<file path="config.mk">
export PLATFORM = sky130hd
export DESIGN_NAME = vx_barrier_unit
export DESIGN_NICKNAME = d
export VERILOG_FILES = /design/src/rtl/vx_barrier_unit_pkg.sv /design/src/rtl/vx_barrier_unit_slot.sv /design/src/rtl/vx_barrier_unit.sv
export SDC_FILE = /design/constraint.sdc
export NUM_CORES = 1
export LEC_CHECK = 0
export CAP_MARGIN = 10
export CELL_PAD_IN_SITES_DETAIL_PLACEMENT = 1
export CELL_PAD_IN_SITES_GLOBAL_PLACEMENT = 1
export CORE_MARGIN = 1.5
export CORE_UTILIZATION = 41
export DETAILED_ROUTE_END_ITERATION = 6
export PLACE_DENSITY = 0.77
export SYNTH_ARGS = -nofsm -noshare
export SYNTH_HDL_FRONTEND = slang
export SYNTH_SLANG_ARGS = --single-unit
</file>
<file path="constraint.sdc">
create_clock -name clk -period 2.13 [get_ports clk]
set_input_delay 0.426 -clock clk [delete_from_list [all_inputs] [get_ports clk]]
set_output_delay 0.426 -clock clk [all_outputs]
set_load 0.005 [all_outputs]
</file>
<file path="src/rtl/vx_barrier_unit_pkg.sv">
// ---------------------------------------------------------------------------
// vx_barrier_unit_pkg
// Shared types and helpers for the warp barrier unit.
//   barrier_state_e : per-slot barrier state (idle, gathering local warps,
//                     requesting the global barrier network, awaiting its
//                     response).
//   up_clog2()      : index width helper that never returns less than 1.
// ---------------------------------------------------------------------------
package vx_barrier_unit_pkg;

  typedef enum logic [1:0] {
    BAR_IDLE   = 2'd0,
    BAR_GATHER = 2'd1,
    BAR_GREQ   = 2'd2,
    BAR_GRSP   = 2'd3
  } barrier_state_e;

  function automatic int up_clog2(input int n);
    return (n > 1) ? $clog2(n) : 1;
  endfunction

endpackage

</file>
<file path="src/rtl/vx_barrier_unit_slot.sv">
// ---------------------------------------------------------------------------
// vx_barrier_unit_slot
// One barrier slot: tracks the arrival mask, arrival count, latched size and
// global flag, and walks IDLE -> GATHER -> (GREQ -> GRSP) -> IDLE.
// Ports:
//   clk, reset     : clock, asynchronous active-high reset
//   arrive_i       : accepted (non-noop, legal) arrival targeting this slot
//   wid_i          : arriving warp id
//   is_global_i    : barrier spans cores (latched on first arrival)
//   size_m1_i      : local warp count minus 1 (latched on first arrival)
//   grant_i        : gbar network accepted this slot's request
//   rsp_hit_i      : gbar response carries this slot's id
//   state_o        : current slot state
//   mask_o         : warps currently held in this slot
//   req_pend_o     : slot waits for the gbar request handshake
//   done_local_o   : local barrier completes this cycle
//   done_global_o  : global barrier completes this cycle
//   rel_mask_o     : warps released this cycle (zero when nothing completes)
// ---------------------------------------------------------------------------
module vx_barrier_unit_slot
  import vx_barrier_unit_pkg::*;
#(
  parameter int NUM_WARPS = 4,
  parameter int NW_WIDTH  = 2,
  parameter int SIZE_W    = 2
) (
  input  logic                 clk,
  input  logic                 reset,
  input  logic                 arrive_i,
  input  logic [NW_WIDTH-1:0]  wid_i,
  input  logic                 is_global_i,
  input  logic [SIZE_W-1:0]    size_m1_i,
  input  logic                 grant_i,
  input  logic                 rsp_hit_i,
  output barrier_state_e       state_o,
  output logic [NUM_WARPS-1:0] mask_o,
  output logic                 req_pend_o,
  output logic                 done_local_o,
  output logic                 done_global_o,
  output logic [NUM_WARPS-1:0] rel_mask_o
);

  barrier_state_e       state_q, state_d;
  logic [NUM_WARPS-1:0] mask_q, mask_d;
  logic [SIZE_W-1:0]    count_q, count_d;
  logic [SIZE_W-1:0]    size_q, size_d;
  logic                 glob_q, glob_d;
  logic [NUM_WARPS-1:0] wid_bit;
  logic [SIZE_W-1:0]    size_eff;
  logic                 glob_eff;

  always_ff @(posedge clk or posedge reset) begin
    if (reset) begin
      state_q <= BAR_IDLE;
      mask_q  <= '0;
      count_q <= '0;
      size_q  <= '0;
      glob_q  <= 1'b0;
    end else begin
      state_q <= state_d;
      mask_q  <= mask_d;
      count_q <= count_d;
      size_q  <= size_d;
      glob_q  <= glob_d;
    end
  end

  always_comb begin
    state_d       = state_q;
    mask_d        = mask_q;
    count_d       = count_q;
    size_d        = size_q;
    glob_d        = glob_q;
    done_local_o  = 1'b0;
    done_global_o = 1'b0;
    rel_mask_o    = '0;
    wid_bit       = NUM_WARPS'(1) << wid_i;
    // The first arrival defines the barrier; later arrivals' size/scope are ignored.
    size_eff      = (state_q == BAR_IDLE) ? size_m1_i   : size_q;
    glob_eff      = (state_q == BAR_IDLE) ? is_global_i : glob_q;

    case (state_q)
      BAR_IDLE, BAR_GATHER: begin
        if (arrive_i) begin
          // count_q holds the arrivals seen so far, so equality means this
          // arrival is the last local warp.
          if (count_q == size_eff) begin
            if (glob_eff) begin
              mask_d  = mask_q | wid_bit;
              count_d = '0;
              size_d  = size_eff;
              glob_d  = 1'b1;
              state_d = BAR_GREQ;
            end else begin
              done_local_o = 1'b1;
              rel_mask_o   = mask_q | wid_bit;
              mask_d       = '0;
              count_d      = '0;
              size_d       = '0;
              glob_d       = 1'b0;
              state_d      = BAR_IDLE;
            end
          end else begin
            mask_d  = mask_q | wid_bit;
            count_d = count_q + SIZE_W'(1);
            size_d  = size_eff;
            glob_d  = glob_eff;
            state_d = BAR_GATHER;
          end
        end
      end
      BAR_GREQ: begin
        if (grant_i) state_d = BAR_GRSP;
      end
      BAR_GRSP: begin
        if (rsp_hit_i) begin
          done_global_o = 1'b1;
          rel_mask_o    = mask_q;
          mask_d        = '0;
          count_d       = '0;
          size_d        = '0;
          glob_d        = 1'b0;
          state_d       = BAR_IDLE;
        end
      end
      default: state_d = BAR_IDLE;
    endcase
  end

  assign state_o    = state_q;
  assign mask_o     = mask_q;
  assign req_pend_o = (state_q == BAR_GREQ);

endmodule

</file>
<file path="src/rtl/vx_barrier_unit.sv">
// ---------------------------------------------------------------------------
// vx_barrier_unit
// Warp barrier unit between warp-control execute and the scheduler. Holds
// arriving warps stalled per barrier slot, releases them when a local barrier
// completes, and handshakes with the cluster gbar network for global ones.
// Ports:
//   clk, reset                 : clock, asynchronous active-high reset
//   barrier_valid/ready        : request handshake (ready low while the
//                                addressed slot is in GREQ or GRSP)
//   barrier_wid/id/is_global/size_m1/is_noop : request fields
//   stalled_mask               : warps held at any barrier
//   release_valid/release_mask : registered one-cycle release pulse
//   gbar_req_valid/id/ready    : global barrier request to the network
//   gbar_rsp_valid/id          : global barrier completion from the network
// ---------------------------------------------------------------------------
module vx_barrier_unit
  import vx_barrier_unit_pkg::*;
#(
  parameter  int NUM_WARPS    = 4,
  parameter  int NUM_BARRIERS = 4,
  parameter  int SIZE_W       = up_clog2(NUM_WARPS),
  localparam int NW_WIDTH     = up_clog2(NUM_WARPS),
  localparam int NB_WIDTH     = up_clog2(NUM_BARRIERS)
) (
  input  logic                 clk,
  input  logic                 reset,
  input  logic                 barrier_valid,
  output logic                 barrier_ready,
  input  logic [NW_WIDTH-1:0]  barrier_wid,
  input  logic [NB_WIDTH-1:0]  barrier_id,
  input  logic                 barrier_is_global,
  input  logic [SIZE_W-1:0]    barrier_size_m1,
  input  logic                 barrier_is_noop,
  output logic [NUM_WARPS-1:0] stalled_mask,
  output logic                 release_valid,
  output logic [NUM_WARPS-1:0] release_mask,
  output logic                 gbar_req_valid,
  output logic [NB_WIDTH-1:0]  gbar_req_id,
  input  logic                 gbar_req_ready,
  input  logic                 gbar_rsp_valid,
  input  logic [NB_WIDTH-1:0]  gbar_rsp_id
);

  typedef struct packed {
    logic [NW_WIDTH-1:0] wid;
    logic [NB_WIDTH-1:0] id;
    logic                is_global;
    logic [SIZE_W-1:0]   size_m1;
    logic                is_noop;
  } barrier_t;

  typedef struct packed {
    logic [NB_WIDTH-1:0] id;
  } gbar_req_t;

  barrier_t             req;
  gbar_req_t            gbar_req;
  logic                 accept;
  barrier_state_e       slot_state    [NUM_BARRIERS];
  logic [NUM_WARPS-1:0] slot_mask     [NUM_BARRIERS];
  logic [NUM_WARPS-1:0] slot_rel_mask [NUM_BARRIERS];
  logic [NUM_BARRIERS-1:0] slot_req_pend, slot_done_local, slot_done_global;
  logic                 arb_valid;
  logic [NB_WIDTH-1:0]  arb_id;
  logic                 lock_q, lock_d;
  logic [NB_WIDTH-1:0]  lock_id_q, lock_id_d;
  logic                 rel_valid_q, rel_valid_d;
  logic [NUM_WARPS-1:0] rel_mask_q, rel_mask_d;

  assign req = '{wid: barrier_wid, id: barrier_id, is_global: barrier_is_global,
                 size_m1: barrier_size_m1, is_noop: barrier_is_noop};

  assign barrier_ready = !((slot_state[req.id] == BAR_GREQ) ||
                           (slot_state[req.id] == BAR_GRSP));

  // Duplicate arrivals are dropped so a misbehaving warp cannot corrupt a count.
  assign accept = barrier_valid && barrier_ready && !req.is_noop &&
                  !stalled_mask[req.wid];

  for (genvar g = 0; g < NUM_BARRIERS; g++) begin : g_slot
    vx_barrier_unit_slot #(
      .NUM_WARPS (NUM_WARPS),
      .NW_WIDTH  (NW_WIDTH),
      .SIZE_W    (SIZE_W)
    ) u_slot (
      .clk           (clk),
      .reset         (reset),
      .arrive_i      (accept && (req.id == NB_WIDTH'(g))),
      .wid_i         (req.wid),
      .is_global_i   (req.is_global),
      .size_m1_i     (req.size_m1),
      .grant_i       (gbar_req_valid && gbar_req_ready && (gbar_req.id == NB_WIDTH'(g))),
      .rsp_hit_i     (gbar_rsp_valid && (gbar_rsp_id == NB_WIDTH'(g))),
      .state_o       (slot_state[g]),
      .mask_o        (slot_mask[g]),
      .req_pend_o    (slot_req_pend[g]),
      .done_local_o  (slot_done_local[g]),
      .done_global_o (slot_done_global[g]),
      .rel_mask_o    (slot_rel_mask[g])
    );
  end

  always_comb begin
    stalled_mask = '0;
    for (int i = 0; i < NUM_BARRIERS; i++) stalled_mask |= slot_mask[i];
  end

  // Fixed priority, lowest slot id wins.
  always_comb begin
    arb_valid = 1'b0;
    arb_id    = '0;
    for (int i = NUM_BARRIERS - 1; i >= 0; i--) begin
      if (slot_req_pend[i]) begin
        arb_valid = 1'b1;
        arb_id    = NB_WIDTH'(i);
      end
    end
  end

  // Once offered, a request id is locked until accepted so a lower slot
  // entering GREQ later cannot change the id under a stalled handshake.
  assign gbar_req_valid = lock_q || arb_valid;
  assign gbar_req.id    = lock_q ? lock_id_q : arb_id;
  assign gbar_req_id    = gbar_req.id;
  assign lock_d         = gbar_req_valid && !gbar_req_ready;
  assign lock_id_d      = gbar_req.id;

  // Local completions and gbar responses landing together merge into one pulse.
  always_comb begin
    rel_valid_d = 1'b0;
    rel_mask_d  = '0;
    for (int i = 0; i < NUM_BARRIERS; i++) begin
      rel_valid_d = rel_valid_d | slot_done_local[i] | slot_done_global[i];
      rel_mask_d  = rel_mask_d | slot_rel_mask[i];
    end
  end

  always_ff @(posedge clk or posedge reset) begin
    if (reset) begin
      lock_q      <= 1'b0;
      lock_id_q   <= '0;
      rel_valid_q <= 1'b0;
      rel_mask_q  <= '0;
    end else begin
      lock_q      <= lock_d;
      lock_id_q   <= lock_id_d;
      rel_valid_q <= rel_valid_d;
      rel_mask_q  <= rel_mask_d;
    end
  end

  assign release_valid = rel_valid_q;
  assign release_mask  = rel_mask_q;

  dup_arrival_a: assert property (@(posedge clk) disable iff (reset)
    !(barrier_valid && barrier_ready && !barrier_is_noop && stalled_mask[barrier_wid]));

endmodule

</file>
==> results of run 1 <==
stage by stage:
stage               setup WS [ns]  std cells  total power, mW    util
floorplan                -0.03565        426            3.204       -
global placement          -0.3278        619            4.279  0.5344
detailed placement        -0.3789        619            4.435  0.5344
CTS                       -0.1052        642            5.317  0.5809
global route              -0.2527        646            6.290  0.6320
finish                    -0.2182        646            6.021  0.6320
worst reg2reg max path: stages, from the launching register on:
cell	delay, ns
dfrtp_1	0.43
or4_4	0.54
a22o_4	0.34
buf_6	0.15
nor3_4	0.20
or3b_4	0.47
o21ai_4	0.16
cell usage after synthesis (3+ instances only):
library cell,instances,share of area
nand3b_1,6,0.012
and2_1,11,0.019
a211oi_1,3,0.0061
inv_1,33,0.034
nor2_1,17,0.017
nand2_1,18,0.018
o2111ai_1,4,0.0095
nor2b_1,11,0.019
o211ai_1,6,0.012
nand4_1,5,0.0085
clkbuf_1,23,0.024
mux2i_1,8,0.022
nor3_1,16,0.022
a21boi_1,3,0.0061
a21oi_1,20,0.027
nand2b_1,8,0.014
xnor2_1,4,0.0095
a311oi_1,4,0.0095
o21a_1,5,0.010
o21ai_0,4,0.0055
mux2_2,4,0.012
o21ai_1,17,0.023
a32o_1,5,0.014
nor3b_1,7,0.014
o22ai_1,10,0.017
a31oi_1,6,0.010
nor4b_1,3,0.0072
xor2_1,6,0.014
nor4_1,10,0.017
a22o_1,7,0.017
nand3_1,27,0.037
a32oi_1,5,0.012
dfrtp_1,52,0.35
nor3_4,4,0.018
or2_2,6,0.010
o32ai_1,3,0.0072
where the power goes:
group          switching, mW  internal, mW
Combinational           1.99          1.64
Clock                  0.360         0.261
Sequential             0.444          1.33
routing by layer:
| layer | routed length [µm] | up-vias | global-route usage | share of wire |
|---|---|---|---|---|
| met1 | 6561 | 2194 | 0.4067 | 0.39 |
| met4 | 623 | 0 | 0.09780 | 0.037 |
| met5 | 0 | - | 0 | 0 |
| li1 | - | 1799 | - | - |
| met3 | 1252 | 67 | 0.04173 | 0.074 |
| met2 | 8591 | 257 | 0.5545 | 0.50 |
layout make-up:
cell class	instances	area (µm²)
clock buffer	6	82.58
clock inverter	2	10.01
fill	966	3209
inverter	33	123.9
multi-input combinational	312	2696
sequential	52	1306
tap	108	135.1
timing repair buffer	133	1157
path summary, 6_finish.rpt:
kind	end	cells past startpoint	slack (ns)	from
min in group clk	g_slot[3].u_slot.size_q[1]	1	0.52	g_slot[3].u_slot.size_q[1]
max in group asynchronous	g_slot[3].u_slot.state_o[1]	3	1.38	reset
max	g_slot[2].u_slot.state_o[1]	6	-0.22	g_slot[0].u_slot.mask_o[2]
max reg2reg	g_slot[2].u_slot.state_o[1]	6	-0.22	g_slot[0].u_slot.mask_o[2]
min	lock_id_q[1]	3	0.46	reset
min reg2reg	g_slot[3].u_slot.size_q[1]	1	0.52	g_slot[3].u_slot.size_q[1]
cells by family (layout without fill, tap and decap cells):
logic type	Yosys count	after routing
simple gates	169	169
mux	13	13
xor+xnor	10	10
compound gates	120	120
flops	52	52
buf+inv	62	174
registers in the layout, indices dropped and copies added (netlist names):
signal                 count
release_mask               4
g_slot.u_slot.state_o      8
g_slot.u_slot.count_q      8
g_slot.u_slot.glob_q       4
g_slot.u_slot.size_q       8
g_slot.u_slot.mask_o      16
lock_q                     1
lock_id_q                  2
release_valid              1
repair_timing:
action                     in CTS  in global routing
buffers inserted               14                  4
setup endpoints to repair      51                 48
cloned                          1                  0
pin swaps                      31                 41
gates resized for setup        58                 76
==> qor.json, run 1 <==
{
  "route": {
    "total_routed_length_um": 17030,
    "drc": 0,
    "num_vias": 4317,
    "drtPass1Iterations": 5,
    "detail_route.vias_per_cell": 6.683,
    "final_antenna_net_count": 0,
    "drt-initial-drc-count": 313,
    "routed_wire_length_per_instance_um": 26.36
  },
  "sta": {
    "clock_skew_ns": 0.01010,
    "maxSlewHeadroom": 0.5786,
    "setup_repair_after_global_routing_missed_its_margin": "yes",
    "finalSetupTns_ns": -3.495,
    "final.min_clock_period_ns": 2.348,
    "worst_slew_pin_slew_ns": 0.6272,
    "fmax_mhz": 425.9,
    "setup_ws_ns": -0.2182,
    "maxSlewViolCount": 0,
    "finalHoldViolCount": 0,
    "finalHoldWorstSlack_ns": 0.4639,
    "report.final.setup_viol": 38,
    "finalCritPeriodShare": 1.102
  },
  "synth": {
    "synthesized_area_fraction_occupied_by_xor_and_xnor_cells": 0.02385,
    "yosys_register_bits": 52,
    "synth-compound-area-share": 0.2317,
    "syn_area_mm2": 0.003672,
    "synthDistinctLibCells": 70,
    "postSynth.topFlopCell": "dfrtp_1",
    "synth_enable_flop_cells": 0,
    "synth.area.mux_share": 0.04020,
    "synthesized_area_fraction_occupied_by_and_or_nand_nor_cells": 0.2828,
    "ys_async_sr_fraction": 1.000,
    "synth.yosys.warnings": 0,
    "post_synth_fa_ha_maj_area_fraction": 0,
    "postSynthNetCount": 441,
    "syn-instance-count": 426,
    "yosysSeqAreaShare": 0.3543,
    "combinational_family_with_the_most_area_after_synthesis": "simple AND/OR/NAND/NOR gates",
    "synthesized_area_per_cell_um2": 8.620
  },
  "grt": {
    "largest_net_degree_at_the_start_of_global_routing": 53,
    "grt_antenna_before_repair": 0,
    "grt_pass1_vias": 4291,
    "overflow": 0,
    "global_route_wire_length_before_repair_um": 23740,
    "global_route.usage.total": 0.3172
  },
  "finish": {
    "layout-drive-gt1-share": 0.4182,
    "insertedDiodeCount": 0,
    "final_cell_mix": "buf_4 (87), dfrtp_1 (48), inv_1 (31)",
    "final_common_cell": "buf_4",
    "layout.cell_area.non_filler_mm2": 0.005512,
    "fin_nets": 552,
    "areaGrowthSynthToFinish_pct": 50.09
  },
  "clock_network": {
    "clock_path_buffers": 2,
    "cts_max_level": 2,
    "clock_tree.root_cell": "clkbuf_8",
    "total_of_hold_buffers_inserted_after_clock_tree_synthesis": 0,
    "cts_num_sinks": 52,
    "clk_latency_ns": 0.32,
    "tritoncts.num_buffers": 5,
    "cts_tree": "done",
    "path_clk_slew_ns": 0.10
  },
  "setup_path": {
    "cpPeakStageDelay_ns": 0.54,
    "worstPathMaxFanout": 8,
    "critPathBufInv": 1,
    "timing.critical_path.max_delay_family": "simple AND/OR/NAND/NOR gates",
    "critical_path.slowest_cell": "or4_4",
    "timing_worst_setup_path_type": "reg -> reg",
    "endpoint_kind": "register",
    "cp_data_arrival_time_ns": 2.59,
    "crit_path_launch_type": "register",
    "crit_path_cell_trace": "or4_4, a22o_4, buf_6, nor3_4, or3b_4, o21ai_4",
    "critical_path_required_ns": 2.37
  },
  "floorplan": {
    "dieArea_mm2": 0.009534,
    "die_height_um": 97.64,
    "num_rows": 34,
    "die_w_um": 97.64,
    "io-pin-count": 28,
    "initial_utilization": 0.4211,
    "placeableCoreArea_mm2": 0.008721
  },
  "hold_path": {
    "hold_class": "in -> async"
  },
  "power_and_ir_drop": {
    "p_per_area_mw_per_mm2": 1093,
    "power.static_leakage_nw": 2.332,
    "vdd_drop_max_mv": 0.6089
  },
  "outcome": {
    "status": "complete, but fails checks",
    "violations": "negative setup slack"
  },
  "run": {
    "drv_cap": 0
  },
  "placed_design": {
    "postPlaceCellArea_mm2": 0.004661,
    "dp.final_hpwl_um": 10130,
    "numPortBuffers": 27,
    "weighted_congestion_reported_at_the_end_of_routability_driven_placement": 0.8766
  }
}
(Power assumes the default switching activity.)
==> run 2, diff against run 1 <==
- CORE_MARGIN: 1.5 -> 2
==> run 2 against run 1 <==
Against the previous run:
- the flow still finishes with violations (negative setup slack)
- sequential share of layout area grew 0.19 points
- count of clock-buffer cells in the layout grew 1
- core utilization shrank 0.44 points
- non-clock buffer count grew 6
- first-iteration DRC count shrank 11%
- routed wire length shrank 0.71%
- register-to-register slack gained 0.06 ns
- final cell count grew 0.93%
- clock power grew 3.9%
- global-route usage grew 1.7 points
- highest routed layer unchanged
==> qor.json, run 2 (synthesis results as in run 1) <==
{
  "placed_design": {
    "weighted_congestion_reported_at_the_end_of_routability_driven_placement": 0.9189,
    "dp.final_hpwl_um": 10390,
    "numPortBuffers": 27,
    "post-place-ws_ns": -0.3624,
    "place_inst": 625
  },
  "floorplan": {
    "num_rows": 34,
    "initial_utilization": 0.4211,
    "dieArea_mm2": 0.009730,
    "die_height_um": 98.64,
    "placeableCoreArea_mm2": 0.008721,
    "die_w_um": 98.64,
    "io-pin-count": 28
  },
  "outcome": {
    "violations": "negative setup slack",
    "status": "complete, but fails checks"
  },
  "setup_path": {
    "crit_path_launch_type": "register",
    "r2r_slack_ns": -0.16,
    "crit_path_cell_trace": "or4_4, a22o_4, buf_6, nor3_4, buf_6, o32ai_2, a22o_1",
    "reg2reg_depth": 7,
    "cpMostUsedCell": "buf_6",
    "r2r-end": "g_slot[2].u_slot.count_q[1]",
    "timing_worst_setup_path_type": "reg -> reg",
    "endpoint_kind": "register",
    "cpPeakStageDelay_ns": 0.54,
    "critical_path_required_ns": 2.35,
    "worstReg2RegStart": "g_slot[0].u_slot.mask_o[2]",
    "worstPathMaxFanout": 8,
    "cp_data_arrival_time_ns": 2.51,
    "critical_path.slowest_cell": "or4_4"
  },
  "grt": {
    "overflow": 0,
    "largest_net_degree_at_the_start_of_global_routing": 36,
    "global_route.usage.total": 0.3345,
    "grt_antenna_before_repair": 0,
    "grt_pass1_vias": 4598,
    "global_route_wire_length_before_repair_um": 25610
  },
  "clock_network": {
    "path_clk_slew_ns": 0.11,
    "total_of_hold_buffers_inserted_after_clock_tree_synthesis": 0,
    "cts_num_sinks": 52,
    "tritoncts.num_buffers": 5,
    "cts_tree": "done",
    "cts_max_level": 2,
    "clock_path_buffers": 2,
    "clk_latency_ns": 0.34,
    "clock_tree.root_cell": "clkbuf_8"
  },
  "route": {
    "drt-initial-drc-count": 279,
    "final_antenna_net_count": 0,
    "detail_route.vias_per_cell": 6.670,
    "drtPass1Iterations": 5,
    "total_routed_length_um": 16910,
    "routed_wire_length_per_instance_um": 25.93,
    "num_vias": 4349,
    "drc": 0
  },
  "power_and_ir_drop": {
    "power.static_leakage_nw": 2.383,
    "p_per_area_mw_per_mm2": 1067,
    "vdd_drop_max_mv": 0.5385
  },
  "finish": {
    "stdcell_count": 652,
    "insertedDiodeCount": 0,
    "max_ffs_per_register": 16,
    "fin_nets": 558,
    "areaGrowthSynthToFinish_pct": 49.03,
    "layout-drive-gt1-share": 0.4099,
    "final_common_cell": "buf_4",
    "finish.utilization": 0.6275,
    "final_cell_mix": "buf_4 (91), dfrtp_1 (47), inv_1 (32)"
  },
  "sta": {
    "finalCritPeriodShare": 1.073,
    "maxSlewViolCount": 0,
    "worst_slew_pin_slew_ns": 0.6773,
    "report.final.setup_viol": 36,
    "setup_ws_ns": -0.1559,
    "finalHoldViolCount": 0,
    "clock_skew_ns": 0.01090,
    "maxSlewHeadroom": 0.5450,
    "fmax_mhz": 437.5,
    "setup_repair_after_global_routing_missed_its_margin": "yes",
    "final.min_clock_period_ns": 2.286
  },
  "hold_path": {
    "hold_class": "in -> async"
  },
  "run": {
    "drv_cap": 0
  }
}
-- run 2: worst max-delay path, delay by kind of cell, from the launching register on --
family,cells,cell delay (ns)
buffers and inverters,2,0.30
AOI/OAI and AO/OA,3,0.65
DFF,1,0.43
and+or+nand+nor,2,0.79
-- run 2: repair_timing --
| item | CTS | global route |
|---|---|---|
| gates resized for setup | 71 | 52 |
| pin swaps | 30 | 20 |
| setup endpoints to repair | 55 | 55 |
| buffers inserted | 13 | 6 |
-- run 2: per-layer routing --
| metal | wire length [µm] | vias to the layer above | share of wire | GRT usage |
|---|---|---|---|---|
| met1 | 6602 | 2215 | 0.39 | 0.4098 |
| met4 | 753 | 0 | 0.045 | 0.1233 |
| met2 | 8539 | 230 | 0.51 | 0.5945 |
| li1 | - | 1819 | - | - |
| met5 | 0 | - | 0 | 0 |
| met3 | 1013 | 85 | 0.060 | 0.05177 |
-- run 2: final cells by class --
| class | count | area, µm² |
|---|---|---|
| multi-input combinational | 312 | 2572 |
| tap | 108 | 135.1 |
| clock buffer | 7 | 86.33 |
| inverter | 33 | 123.9 |
| fill | 989 | 3248 |
| sequential | 52 | 1308 |
| clock inverter | 1 | 7.507 |
| timing repair buffer | 139 | 1240 |
-- run 2: worst max path at each step --
stage                                      from                          end
finish               g_slot[0].u_slot.mask_o[2]  g_slot[2].u_slot.count_q[1]
global route        g_slot[2].u_slot.state_o[1]                release_valid
CTS                  g_slot[0].u_slot.mask_o[2]  g_slot[2].u_slot.state_o[1]
detailed placement                barrier_id[0]                barrier_ready
global placement                  barrier_id[0]                barrier_ready
floorplan            g_slot[0].u_slot.mask_o[2]  g_slot[0].u_slot.count_q[0]
-- run 2: metrics by stage --
stage | cell area [µm²] | power [mW] | hold slack, ns | setup TNS [ns]
after floorplan | 3691 | 3.204 | 0.4611 | -0.03565
after global placement | 4718 | 4.288 | 0.4878 | -11.35
after detailed placement | 4718 | 4.446 | 0.5003 | -13.57
after CTS | 5195 | 5.340 | 0.4486 | -1.098
after global routing | 5473 | 6.139 | 0.4580 | -4.312
final | 5473 | 5.840 | 0.4217 | -2.449
-- run 2: power by group --
group	internal, mW	leakage (nW)	total (mW)	switching, mW
clock network	0.266	0.0445	0.645	0.380
logic	1.55	1.71	3.46	1.90
registers	1.33	0.631	1.74	0.409
total	3.15	2.38	5.84	2.69
==> run 3, diff against run 2 <==
- CORE_UTILIZATION: 41 -> 45
- PLACE_DENSITY: 0.77 -> 0.8
- SETUP_SLACK_MARGIN: unset -> 0.02
- clock period: 2.13 -> 2.45 ns (I/O delays scaled with it)
==> run 3 against run 2 <==
Against the previous run:
- the run now ends clean
- via count is 12% lower
- routed wire length down 24%
- setup slack improved by 0.24 ns
- clock power is 16% lower
- final cell count decreased by 7.2%
- clock skew grew 0.0065 ns
- register-to-register slack better by 0.26 ns
- combinational power is 36% lower
- critical path depth is 4 lower
- core utilization down 3.8 points
- count of clock-buffer cells in the layout down 2
- power shrank 27%
- critical endpoint is now barrier_ready
==> qor.json, run 3 (synthesis results as in run 1) <==
{
  "sta": {
    "finalCritPeriodShare": 0.9663,
    "finalHoldViolCount": 0,
    "worst_slew_pin_slew_ns": 0.5978,
    "fmax_mhz": 422.4,
    "final.min_clock_period_ns": 2.367,
    "clock_skew_ns": 0.01740,
    "maxSlewViolCount": 0,
    "maxSlewHeadroom": 0.5984,
    "setup_ws_ns": 0.08265,
    "setup_repair_after_global_routing_missed_its_margin": "no",
    "report.final.setup_viol": 0,
    "finalHoldWorstSlack_ns": 0.5236
  },
  "clock_network": {
    "clock_tree.root_cell": "clkbuf_8",
    "clk_latency_ns": 0.33,
    "cts_tree": "done",
    "cts_num_sinks": 52,
    "total_of_hold_buffers_inserted_after_clock_tree_synthesis": 0,
    "cts_max_level": 2,
    "path_clk_slew_ns": 0.11,
    "tritoncts.num_buffers": 5,
    "clock_path_buffers": 2
  },
  "grt": {
    "overflow": 0,
    "grt_antenna_before_repair": 0,
    "grt_pass1_vias": 4051,
    "largest_net_degree_at_the_start_of_global_routing": 28,
    "global_route.usage.total": 0.3053,
    "global_route_wire_length_before_repair_um": 21100
  },
  "finish": {
    "fin_nets": 517,
    "layout-drive-gt1-share": 0.2247,
    "multiInputGateArea_mm2": 0.002138,
    "n_fill_cell": 950,
    "final_cell_mix": "buf_4 (70), dfrtp_1 (49), inv_1 (31)",
    "stdcell_count": 605,
    "areaGrowthSynthToFinish_pct": 25.32,
    "max_ffs_per_register": 16,
    "final_common_cell": "buf_4",
    "finish.utilization": 0.5894,
    "final-seq-area_mm2": 0.001305,
    "insertedDiodeCount": 0
  },
  "route": {
    "detail_route.vias_per_cell": 6.340,
    "num_vias": 3836,
    "total_routed_length_um": 12850,
    "drt-initial-drc-count": 242,
    "drtPass1Iterations": 5,
    "drc": 0,
    "final_antenna_net_count": 0,
    "routed_wire_length_per_instance_um": 21.23
  },
  "placed_design": {
    "weighted_congestion_reported_at_the_end_of_routability_driven_placement": 0.9637,
    "place_inst": 594,
    "numPortBuffers": 27,
    "dp.final_hpwl_um": 9835,
    "post-place-ws_ns": -0.1695
  },
  "outcome": {
    "status": "finished clean"
  },
  "setup_path": {
    "endpoint_kind": "output port",
    "critical_path_required_ns": 1.96,
    "cp_data_arrival_time_ns": 1.88,
    "worstPathMaxFanout": 13,
    "crit_path_launch_type": "register",
    "timing_worst_setup_path_type": "reg -> out"
  },
  "power_and_ir_drop": {
    "p_per_area_mw_per_mm2": 926.2,
    "vdd_drop_max_mv": 0.4755,
    "total_power_mw": 4.262,
    "power.static_leakage_nw": 1.966
  },
  "floorplan": {
    "initial_utilization": 0.4704,
    "die_w_um": 94.34,
    "placeableCoreArea_mm2": 0.007807,
    "dieArea_mm2": 0.008899,
    "die_height_um": 94.34,
    "num_rows": 32,
    "io-pin-count": 28
  },
  "run": {
    "drv_cap": 0
  },
  "hold_path": {
    "hold_class": "reg -> reg"
  }
}
## run 3: cell count changes in the layout (fill, tap and decap cells not counted), sizes merged
cell | previous run | this run
buf | 113 | 71
clkdlybuf4s50 | 15 | 25
dlygate4sd2 | 7 | 1
clkbuf | 7 | 5
clkdlybuf4s15 | 2 | 0
clkinv | 0 | 1
dlymetal6s2s | 2 | 1
inv | 33 | 34
## run 3: worst max-delay path, stage by stage (launching register included)
cell	delay, ns
dfrtp_2	0.52
mux4_2	0.49
inv_1	0.06
clkdlybuf4s50_1	0.49
## run 3: per-layer routing
layer	share of wire	GRT usage	routed length (µm)
met1	0.42	0.4020	5415
met2	0.51	0.5357	6510
met3	0.057	0.03751	734
met4	0.014	0.07367	184
met5	0	0	0
## run 3: report_power, final
| group | switching [mW] | leakage (nW) | internal [mW] | total [mW] |
|---|---|---|---|---|
| Sequential | 0.361 | 0.633 | 1.15 | 1.51 |
| Clock | 0.340 | 0.0445 | 0.204 | 0.544 |
| Combinational | 1.19 | 1.29 | 1.02 | 2.20 |
## run 3: metrics by stage
step / instance area, µm² / TNS (ns)
final: 4602 / 0
after global routing: 4602 / 0
after CTS: 4564 / 0
after detailed placement: 4471 / -5.248
after global placement: 4471 / -1.551
after floorplan: 3672 / 0
## run 3: timing repair
item                       in CTS  in global routing
gates resized for setup         6                  5
pin swaps                       0                  1
setup endpoints to repair       8                 14
setup buffers                   0                  3
## run 3: layout make-up
class,count,area share
Inverter,33,0.02692
Tap cell,102,0.02773
Clock buffer,5,0.01495
Timing Repair Buffer,98,0.1775
Clock inverter,3,0.004622
Sequential cell,52,0.2836
Multi-Input combinational cell,312,0.4647
## run 3: worst paths after layout
kind,start,to,slack [ns],cells past startpoint
setup / recovery,g_slot[1].u_slot.state_o[1],barrier_ready,0.08,3
hold / removal,g_slot[2].u_slot.glob_q,g_slot[2].u_slot.glob_q,0.52,2
setup reg to reg,g_slot[0].u_slot.mask_o[2],g_slot[2].u_slot.mask_o[0],0.10,6
hold reg to reg,g_slot[2].u_slot.glob_q,g_slot[2].u_slot.glob_q,0.52,2
max in group asynchronous,reset,release_mask[3],1.60,3
min in group asynchronous,reset,g_slot[3].u_slot.state_o[0],0.55,3
==> edit (config.mk and constraints of run 1) <==
Make the reset (`reset`) synchronous in 2 clocked blocks. Comments in the files are not updated.
--- a/src/rtl/vx_barrier_unit_slot.sv
+++ b/src/rtl/vx_barrier_unit_slot.sv
@@ -49,7 +49,7 @@
   logic [SIZE_W-1:0]    size_eff;
   logic                 glob_eff;
 
-  always_ff @(posedge clk or posedge reset) begin
+  always_ff @(posedge clk) begin
     if (reset) begin
       state_q <= BAR_IDLE;
       mask_q  <= '0;
--- a/src/rtl/vx_barrier_unit.sv
+++ b/src/rtl/vx_barrier_unit.sv
@@ -135,7 +135,7 @@
     end
   end
 
-  always_ff @(posedge clk or posedge reset) begin
+  always_ff @(posedge clk) begin
     if (reset) begin
       lock_q      <= 1'b0;
       lock_id_q   <= '0;
Check against the original RTL: differs if reset is asserted again (counterexample within 4 cycles, from zero or initial values and one cycle with reset high); with reset held inactive, the same outputs for 4 cycles.
==> edit against run 1 <==
The run still ends with negative setup slack left. Critical endpoint is now g_slot[1].u_slot.size_q[1]. Setup slack gained 0.085 ns. Sequential cell count is the same. Area after synthesis shrank 11%. Highest routed layer unchanged. Final area shrank 10%. Largest cell class unchanged. Wire length shrank 10%. Clock skew is essentially flat. Count of clock-buffer cells in the layout shrank 1.
Power is not compared: it rests on default switching activity, and its combinational part moved more than twofold at a synthesized area within 25%.
==> edit: results <==
[logic_synthesis]
synth.top_cells.by_area = "dfxtp_1 32%, a21oi_1 6.6%, o21ai_0 4.0%"
ys_seq_area_share_pct = 31.7
synthesis.nets = 430
yosysUniqueCellTypes = 65
async_reset_ff_share_pct = 0

[global_route]
track_usage_pct = 33.1
grt_pass1_vias = 4200
grt_pass1_wl_mm = 21.8

[routing]
dr.first_iter.drc_count = 303
detail_route.vias_per_cell = 6.50
first_pass_iters = 6

[run_status]
status = "finished, violations left"
violations = "negative setup slack"

[placement]
dp_hpwl_mm = 10.4

[finish]
drive_gt1_share_pct = 38.7
nFillCells = 934
nNetsFinal = 554

[worst_setup_path]
rr_worst_depth = 8
path_max_fanout = 5
crit_path_top_delay_cell = "clkdlybuf4s50_1"
critical_path.top_delay_family = "buffers and inverters"

[timing]
setup_viol = 9
fin_worst_skew_ns = 0.0102
layout_setup_ws_ns = -0.133

[hold_path]
holdCritPathClass = "register to register"
-- edit: changes by cell type in the layout (fill, tap and decap cells not counted), moves of 11 or more --
cell | before | now
nand2_1 | 17 | 32
dfxtp_2 | 0 | 23
dfxtp_1 | 0 | 28
buf_4 | 87 | 106
dfrtp_1 | 48 | 0
o21ai_0 | 4 | 18
buf_6 | 16 | 5
inv_1 | 31 | 11
a21oi_1 | 8 | 43
-- edit: layout make-up --
type                            count  share of cell area (%)
Multi-Input combinational cell    327                    48.5
Timing Repair Buffer              142                    24.1
Sequential cell                    52                    21.7
Tap cell                          102                    2.58
Clock buffer                        5                    1.39
Clock inverter                      3                   0.860
Inverter                           11                   0.834
-- edit: power by group --
group | total (W) | internal, W | switching, W
Combinational | 0.000518 | 0.000233 | 0.000285
Clock | 0.000726 | 0.000349 | 0.000377
Sequential | 0.00102 | 0.000991 | 0.0000250
Total | 0.00226 | 0.00157 | 0.000686
-- edit: timing repair --
action | 4_1_cts | 5_1_grt
buffers inserted | 1 | 7
resized for setup | 42 | 60
pin swaps | 3 | 14
setup endpoints to repair | 49 | 32
-- edit: routing by layer --
layer  vias to the layer above  global-route usage, %  wire [µm]
met3                        70                   5.67        772
met4                         0                   15.1        680
met2                       194                   56.1       7540
met5                         -                      0          0
met1                      2067                   40.7       6290
li1                       1842                      -          -
-- edit: kinds of logic (layout without fill, tap and decap cells) --
logic type	count (synthesis)	in the layout	synth area share, %
buffers and inverters	36	161	4.96
DFF	52	52	31.7
and+or+nand+nor	173	173	28.9
muxes	15	15	5.23
xor gates and xnor gates	3	3	0.801
AOI/OAI and AO/OA	136	136	28.4
-- edit: worst max-delay path by stage --
| stage | start | to | slack (ns) | cells after the start |
|---|---|---|---|---|
| floorplan | barrier_size_m1[1] | g_slot[2].u_slot.count_q[1] | 0.19 | 7 |
| global placement | barrier_size_m1[1] | release_valid | -0.49 | 9 |
| detailed placement | barrier_size_m1[1] | release_valid | -0.53 | 9 |
| CTS | g_slot[0].u_slot.mask_o[3] | release_mask[2] | 0.006 | 8 |
| global route | gbar_rsp_id[1] | g_slot[1].u_slot.size_q[1] | -0.18 | 9 |
| finish | gbar_rsp_id[0] | g_slot[1].u_slot.size_q[1] | -0.13 | 9 |
-- edit: stage by stage --
| stage | cell area (µm²) | cells | util (%) | setup TNS (ns) | setup slack [ns] |
|---|---|---|---|---|---|
| floorplan | 3280 | 415 | - | 0 | 0.194 |
| global placement | 4360 | 627 | 56.5 | -16.02 | -0.485 |
| detailed placement | 4360 | 627 | 56.5 | -18.55 | -0.533 |
| CTS | 4630 | 636 | 60.0 | 0 | 0.00635 |
| global route | 4950 | 642 | 64.0 | -1.30 | -0.175 |
| finish | 4950 | 642 | 64.0 | -0.514 | -0.133 |
